File: src/rtl/ram16x4_ctrl.sv
// ram16x4_ctrl: access controller for a 16x4 register-file RAM built from
// 4-bit parallel registers. Two requesters (A, B) share one RAM port under a
// round-robin arbiter. After reset an optional clear sequence writes INIT_VAL
// to every word before any access is accepted.
module ram16x4_ctrl #(
  parameter int unsigned   DW             = 4,
  parameter int unsigned   AW             = 4,
  parameter logic [DW-1:0] INIT_VAL       = '0,
  parameter bit            CLEAR_ON_RESET = 1'b1
) (
  input  logic               clk,
  input  logic               reset,
  // requester A
  input  logic               req_a,
  input  logic               we_a,
  input  logic [AW-1:0]      addr_a,
  input  logic [DW-1:0]      wdata_a,
  output logic               ack_a,
  output logic [DW-1:0]      rdata_a,
  // requester B
  input  logic               req_b,
  input  logic               we_b,
  input  logic [AW-1:0]      addr_b,
  input  logic [DW-1:0]      wdata_b,
  output logic               ack_b,
  output logic [DW-1:0]      rdata_b,
  // RAM port
  output logic [2**AW-1:0]   ram_en,
  output logic [DW-1:0]      ram_din,
  output logic [AW-1:0]      ram_sel,
  input  logic [DW-1:0]      ram_q,
  output logic               busy
);

  localparam int unsigned DEPTH = 2**AW;
  localparam logic [DEPTH-1:0] EN_ONE = DEPTH'(1);

  typedef enum logic [1:0] {
    S_CLEAR,
    S_IDLE,
    S_ACCESS,
    S_RESP
  } state_t;

  state_t          state;
  state_t          state_next;

  logic [AW-1:0]   cnt;         // clear-sequence word pointer
  logic            last_b;      // 1: most recent grant went to B
  logic            grant_b;     // arbitration result while in IDLE
  logic            any_req;

  // latched request of the access in flight
  logic            id_b;
  logic            we_l;
  logic [AW-1:0]   addr_l;
  logic [DW-1:0]   wdata_l;

  // last values driven on the shared buses, held while the port is idle
  logic [DW-1:0]   din_hold;
  logic [AW-1:0]   sel_hold;

  assign any_req = req_a | req_b;
  // B wins when it is the only requester, or on a tie when A was served last.
  assign grant_b = req_b & (~req_a | ~last_b);

  // State register: reset restarts the clear sequence (or goes straight to IDLE).
  always_ff @(posedge clk) begin
    // NOTE: sequential state uses non-blocking assignments so every register
    // samples the pre-edge values; blocking here would create order-dependent races.
    if (reset) begin
      state <= CLEAR_ON_RESET ? S_CLEAR : S_IDLE;
    end else begin
      state <= state_next;
    end
  end

  // Next-state logic.
  always_comb begin
    // NOTE: default first so no path through the case leaves state_next
    // unassigned, which would otherwise infer a latch.
    state_next = state;
    unique case (state)
      S_CLEAR:  if (&cnt) state_next = S_IDLE;
      S_IDLE:   if (any_req) state_next = S_ACCESS;
      S_ACCESS: state_next = S_RESP;
      S_RESP:   state_next = S_IDLE;
      default:  state_next = S_IDLE;
    endcase
  end

  // Datapath: clear counter, arbitration history, request latch, read capture, acks.
  always_ff @(posedge clk) begin
    if (reset) begin
      // NOTE: the latch and hold registers are reset as well so the RAM buses
      // never show X, even when the clear sequence is disabled.
      cnt      <= '0;
      last_b   <= 1'b1;
      ack_a    <= 1'b0;
      ack_b    <= 1'b0;
      rdata_a  <= '0;
      rdata_b  <= '0;
      id_b     <= 1'b0;
      we_l     <= 1'b0;
      addr_l   <= '0;
      wdata_l  <= '0;
      din_hold <= '0;
      sel_hold <= '0;
    end else begin
      // acks are high exactly during the RESP cycle that follows ACCESS
      ack_a <= (state == S_ACCESS) & ~id_b;
      ack_b <= (state == S_ACCESS) &  id_b;

      unique case (state)
        S_CLEAR: begin
          cnt      <= cnt + AW'(1);  // wraps to 0 on the last clear cycle
          din_hold <= INIT_VAL;
        end
        S_IDLE: begin
          if (any_req) begin
            id_b    <= grant_b;
            last_b  <= grant_b;
            we_l    <= grant_b ? we_b    : we_a;
            addr_l  <= grant_b ? addr_b  : addr_a;
            wdata_l <= grant_b ? wdata_b : wdata_a;
          end
        end
        S_ACCESS: begin
          if (we_l) begin
            din_hold <= wdata_l;
          end else begin
            sel_hold <= addr_l;
            if (id_b) rdata_b <= ram_q;
            else      rdata_a <= ram_q;
          end
        end
        default: ;
      endcase
    end
  end

  // Moore outputs decoded from the registered state and request latch.
  always_comb begin
    ram_en  = '0;
    ram_din = din_hold;
    ram_sel = sel_hold;
    busy    = 1'b0;
    unique case (state)
      S_CLEAR: begin
        busy    = 1'b1;
        ram_en  = EN_ONE << cnt;
        ram_din = INIT_VAL;
      end
      S_ACCESS: begin
        if (we_l) begin
          ram_en  = EN_ONE << addr_l;
          ram_din = wdata_l;
        end else begin
          ram_sel = addr_l;
        end
      end
      default: ;
    endcase
  end

endmodule

File: config.mk
export PLATFORM = sky130hd
export DESIGN_NAME = ram16x4_ctrl
export DESIGN_NICKNAME = d
export VERILOG_FILES = /design/src/rtl/ram16x4_ctrl.sv
export SDC_FILE = /design/constraint.sdc
export NUM_CORES = 1
export LEC_CHECK = 0
export CORE_ASPECT_RATIO = 1.25
export CORE_MARGIN = 2
export CORE_UTILIZATION = 49
export CTS_CLUSTER_DIAMETER = 40
export DETAILED_ROUTE_END_ITERATION = 12
export PLACE_DENSITY_LB_ADDON = 0.12
export REMOVE_ABC_BUFFERS = 1
export SLEW_MARGIN = 20
export SYNTH_ARGS = -nofsm -noshare
export SYNTH_HDL_FRONTEND = slang
export SYNTH_SLANG_ARGS = --single-unit
File: constraint.sdc
create_clock -name clk -period 2.9 [get_ports clk]
set_input_delay 0.58 -clock clk [delete_from_list [all_inputs] [get_ports clk]]
set_output_delay 0.58 -clock clk [all_outputs]
set_load 0.05 [all_outputs]
==> impl_metrics.toml, run 1 <==
[power]
max-vdd-ir-drop_v = 0.000343
cellLeakagePower_nw = 1.08
p_per_area_nw_per_um2 = 623
total_power_w = 0.00163

[synthesis]
netlist.top_cell.by_area = "dfxtp_1"
syn_area_per_cell_um2 = 9.23
synth_area_leaders = "dfxtp_1 37%, mux2i_1 8.5%, ha_1 6.6%"
ys.flop_type = "dfxtp_1"
synth_commonest_cells = "35 x dfxtp_1, 23 x nor2_1, 16 x mux2i_1, 11 x nand2_1, 11 x nor2b_1"
synth_most_common_cell = "dfxtp_1"
ys_warn_count = 0
syn_inst = 205
synth_edf_count = 0
syn-cell-area_um2 = 1890
yosysTopAreaCellShare = 0.370
ys_types = 38
ys_async_sr_fraction = 0
ys_seq_area_frac = 0.370
synth_seq_cells = 35

[worst_setup_path]
reg2reg_from = "state[0]$_SDFFE_PP0P_"
crit_path_end_kind = "primary output"
crit_path_max_fanout = 14
worst_ep_arrival_time_ns = 2.09
crit_type = "register to primary output"
critPathLaunchType = "register"
required_ns = 2.32
worstSetupStartpoint = "state[0]$_SDFFE_PP0P_"

[global_routing]
grt_pass1_vias = 1499
use_met2 = 0.354
grt_overflow = 0
grt_max_degree = 38
grt_pass1_wl_um = 6600
globalRouteTotalUtil = 0.197
grt_use_met3 = 0.0458
antenna_found_initial = 0
grt_busiest_layer = "met2"
use_met1 = 0.216

[routing]
via_per_inst = 5.38
vias = 1619
first_iter_violations = 71
firstDrtPassIters = 4
wire_per_inst_um = 13.2
wl_um = 3970
drc = 0
final_antenna_net_count = 0

[timing]
setup_tns_ns = 0
slew_headroom = 0.590
finalSetupViolCount = 0
min_period_ns = 2.67
drv_slew = 0
worst_slack_ns = 0.231
hold_viol = 0
tightest_slew_ns = 0.615
finClkSkew_ns = 0.00725
period_share = 0.920
fmax_ghz = 0.375
rsz0062_at_grt = "false"

[clocking]
ctsHoldBuffers = 0
cts_max_path_buffers = 2
clock_latency_ns = 0.28
ctsResizeCount = 0
ctsRootBufferMaster = "clkbuf_8"
path_clk_slew_ns = 0.06
cts_made_buffers = 5
htree_levels = 2
cts_tree = "yes"
post_cts_buffers = 0
clkSinkCount = 35

[hold_path]
min_from = "rdata_a[0]$_SDFFE_PP0P_"
hold_path_class = "register to register"

[place]
post-dp-hpwl_um = 3010
port_buffers = 60
pre_cts_ws_ns = 0.524
routabilityCongestion = 0.939
dp.cells = 294

[floorplan]
dieHeight_um = 73.5
start_util = 0.504
pin_count = 61
coreArea_um2 = 3750
die-area_um2 = 4380
die_x_um = 59.6
rows = 25

[finish]
layout.cells.non_filler = 301
finish.net_count = 297
layout-drive-gt1-share = 0.184
areaGrowthSynthToFinish_pct = 38.1
antenna_cells = 0
fin_util = 0.696

[job]
cap_violations = 0

[status]
outcome = "complete, no violations"
## path summary, 6_finish.rpt
check	endpoint	slack, ns	depth (start not counted)
setup / recovery	ram_en[2]	0.23	6
hold / removal	rdata_a[0]$_SDFFE_PP0P_	0.48	2
setup reg to reg	sel_hold[1]$_SDFF_PP0_	1.16	5
hold reg to reg	rdata_a[0]$_SDFFE_PP0P_	0.48	2
## critical path, stage by stage, from the launching register on
cell	delay [ns]
dfxtp_1	0.33
inv_1	0.11
ha_1	0.46
nor2b_1	0.37
and2_1	0.22
a22o_1	0.18
buf_12	0.14
## through the flow
step | hold WS (ns) | cell area (um2)
5_1_grt | 0.510 | 2610
3_5_place_dp | 0.470 | 2530
6_report | 0.476 | 2610
4_1_cts | 0.481 | 2610
3_3_place_gp | 0.466 | 2530
2_1_floorplan | 0.465 | 1810
## flip-flops by register name, summed over array words and instances (netlist names)
name,count
last_b,1
we_l,1
state,2
rdata_b,4
cnt,4
ack_b,1
rdata_a,4
addr_l,4
wdata_l,4
din_hold,4
ack_a,1
sel_hold,4
id_b,1
## routing by layer
| metal | up-vias | share of wire |
|---|---|---|
| li1 | 834 | - |
| met1 | 734 | 0.42 |
| met2 | 45 | 0.51 |
| met3 | 6 | 0.049 |
| met4 | 0 | 0.017 |
| met5 | - | 0 |
## power by group
group          switching (W)  internal, W  total [W]
Clock               0.000160     0.000186   0.000346
Combinational       0.000365     0.000314   0.000679
Sequential         0.0000734     0.000531   0.000604
## placed cells by master (no fill, tap or decap), types with 2 or more instances in the layout
| cell | Yosys | routed |
|---|---|---|
| nand2b_1 | 6 | 6 |
| mux2_4 | 5 | 5 |
| mux2i_1 | 16 | 16 |
| o31ai_1 | 3 | 3 |
| a32o_1 | 2 | 2 |
| nor2b_1 | 11 | 11 |
| clkdlybuf4s50_1 | 0 | 36 |
| buf_4 | 3 | 20 |
| ha_1 | 10 | 10 |
| nor2_1 | 23 | 23 |
| a22o_1 | 9 | 9 |
| nand4_1 | 2 | 2 |
| mux2_2 | 3 | 3 |
| a211oi_1 | 10 | 10 |
| and3_1 | 2 | 2 |
| o21ai_0 | 10 | 10 |
| a21oi_1 | 6 | 6 |
| nand2_1 | 11 | 11 |
| clkbuf_8 | 0 | 6 |
| buf_12 | 0 | 8 |
| inv_1 | 5 | 5 |
| dfxtp_1 | 35 | 35 |
| nand3_1 | 7 | 7 |
## kinds of logic (layout without fill, tap and decap cells)
kind of cell | count (synthesis) | after routing | share of synthesized area
and+or+nand+nor | 70 | 70 | 0.193
AOI/OAI and AO/OA | 44 | 44 | 0.163
DFF | 35 | 35 | 0.370
muxes | 24 | 24 | 0.142
buffers and inverters | 20 | 76 | 0.0562
adders and majority gates | 10 | 10 | 0.0661
xor gates and xnor gates | 2 | 2 | 0.00925
## area by class of cell
class                           instances  area [um2]
Fill cell                             284        1140
Multi-Input combinational cell        150        1090
Sequential cell                        35         701
Timing Repair Buffer                   64         671
Clock buffer                            6        82.6
Tap cell                               40        50.0
Inverter                                5        18.8
Clock inverter                          1        5.00
No activity file was read; power rests on OpenSTA's default activity.
==> run 2, diff against run 1 <==
--- a/config.mk
+++ b/config.mk
@@ -7,10 +7,10 @@
 export LEC_CHECK = 0
 export CORE_ASPECT_RATIO = 1.25
 export CORE_MARGIN = 2
-export CORE_UTILIZATION = 49
+export CORE_UTILIZATION = 25
 export CTS_CLUSTER_DIAMETER = 40
 export DETAILED_ROUTE_END_ITERATION = 12
-export PLACE_DENSITY_LB_ADDON = 0.12
+export PLACE_DENSITY = 0.56
 export REMOVE_ABC_BUFFERS = 1
 export SLEW_MARGIN = 20
 export SYNTH_ARGS = -nofsm -noshare
==> impl_metrics.toml, run 2 (synthesis results as in run 1) <==
[floorplan]
die_x_um = 81.8
dieHeight_um = 101
pin_count = 61
rows = 35
die-area_um2 = 8290
start_util = 0.257
coreArea_um2 = 7360

[power]
max-vdd-ir-drop_v = 0.000481
cellLeakagePower_nw = 1.10
p_per_area_nw_per_um2 = 623

[worst_setup_path]
crit_path_end_kind = "primary output"
reg2reg_from = "state[0]$_SDFFE_PP0P_"
required_ns = 2.32
crit_type = "register to primary output"
worst_ep_arrival_time_ns = 2.06
crit_path_max_fanout = 6
critPathLaunchType = "register"
worstSetupStartpoint = "state[0]$_SDFFE_PP0P_"

[place]
placed_area_um2 = 2660
post-dp-hpwl_um = 3740
routabilityCongestion = 0.747
port_buffers = 60

[timing]
hold_viol = 0
slew_headroom = 0.453
finalSetupViolCount = 0
period_share = 0.909
fmax_ghz = 0.379
min_period_ns = 2.64
drv_slew = 0
rsz0062_at_grt = "false"
finClkSkew_ns = 0.0102
tightest_slew_ns = 0.815
setup_tns_ns = 0

[clocking]
clock_latency_ns = 0.29
cts_made_buffers = 5
path_clk_slew_ns = 0.08
htree_levels = 2
ctsRootBufferMaster = "clkbuf_8"
cts_tree = "yes"
clkSinkCount = 35
cts_max_path_buffers = 2

[global_routing]
grt_overflow = 0
globalRouteTotalUtil = 0.122
grt_max_degree = 20
antenna_found_initial = 0
grt_pass1_wl_um = 7710
grt_pass1_vias = 1589

[finish]
antenna_cells = 0
layout_common_cells = "36 x clkdlybuf4s50_1, 35 x dfxtp_1, 23 x nor2_1"
finish.net_count = 298
layout_commonest_cell = "clkdlybuf4s50_1"
fin_area_um2 = 2770
fill_cells = 755
layout-drive-gt1-share = 0.194
areaGrowthSynthToFinish_pct = 46.2

[routing]
wire_per_inst_um = 13.8
via_per_inst = 4.58
vias = 1625
wl_um = 4900
first_iter_violations = 37
firstDrtPassIters = 4
final_antenna_net_count = 0
drc = 0

[job]
cap_violations = 0

[hold_path]
min_from = "rdata_a[1]$_SDFFE_PP0P_"
hold_path_class = "register to register"

[status]
outcome = "complete, no violations"
==> run 2: repair_timing <==
item / 4_1_cts / 5_1_grt
setup endpoints to repair: 0 / 4
gates resized for setup: 0 / 1
buffers inserted: 0 / 0
hold buffers: 0 / 0
endpoints found under the hold margin: 0 / 0
==> run 2: worst paths after layout <==
check                                          endpoint  slack (ns)  cells past startpoint
worst max register to register   sel_hold[2]$_SDFF_PP0_        1.16                      5
worst min register to register  rdata_a[1]$_SDFFE_PP0P_        0.49                      2
worst max-delay path                          ram_en[1]        0.26                      6
worst min-delay path            rdata_a[1]$_SDFFE_PP0P_        0.49                      2
==> run 2: through the flow <==
stage                     std cells  worst slack (ns)  hold slack [ns]   util  total power, W
after floorplan                 190             0.129            0.465      -         0.00101
after global placement          347             0.481            0.476  0.362         0.00133
after detailed placement        347             0.431            0.471  0.362         0.00134
after CTS                       355            0.0896            0.491  0.376         0.00174
after global routing            355            0.0989            0.527  0.376         0.00182
final                           355             0.263            0.485  0.376         0.00172
==> run 2: where the power goes <==
| group | switching (W) | internal, W | leakage, nW |
|---|---|---|---|
| logic | 0.000386 | 0.000330 | 0.762 |
| clock network | 0.000183 | 0.000216 | 0.0505 |
| registers | 0.0000792 | 0.000531 | 0.283 |
==> run 2: final cells by class <==
cell class	count	area [um2]	share of cell area
Timing Repair Buffer	65	741	0.268
Sequential cell	35	701	0.253
Multi-Input combinational cell	150	1090	0.393
Inverter	5	18.8	0.00678
Clock inverter	1	7.51	0.00271
Tap cell	92	115	0.0416
Clock buffer	7	96.3	0.0348
==> run 2: critical path, cell delays in order, from the launching register on <==
cell and delay (ns):
dfxtp_1 0.34, inv_1 0.10, ha_1 0.31, nor2b_1 0.41
and2_1 0.25, a22o_1 0.20, buf_12 0.15
==> run 2: layer usage <==
layer | vias to the layer above | routed length, um | GRT usage
met5 | - | 0 | 0
met4 | 0 | 67 | 0.0487
met3 | 6 | 182 | 0.0250
met2 | 43 | 2520 | 0.219
met1 | 744 | 2130 | 0.140
li1 | 832 | - | -
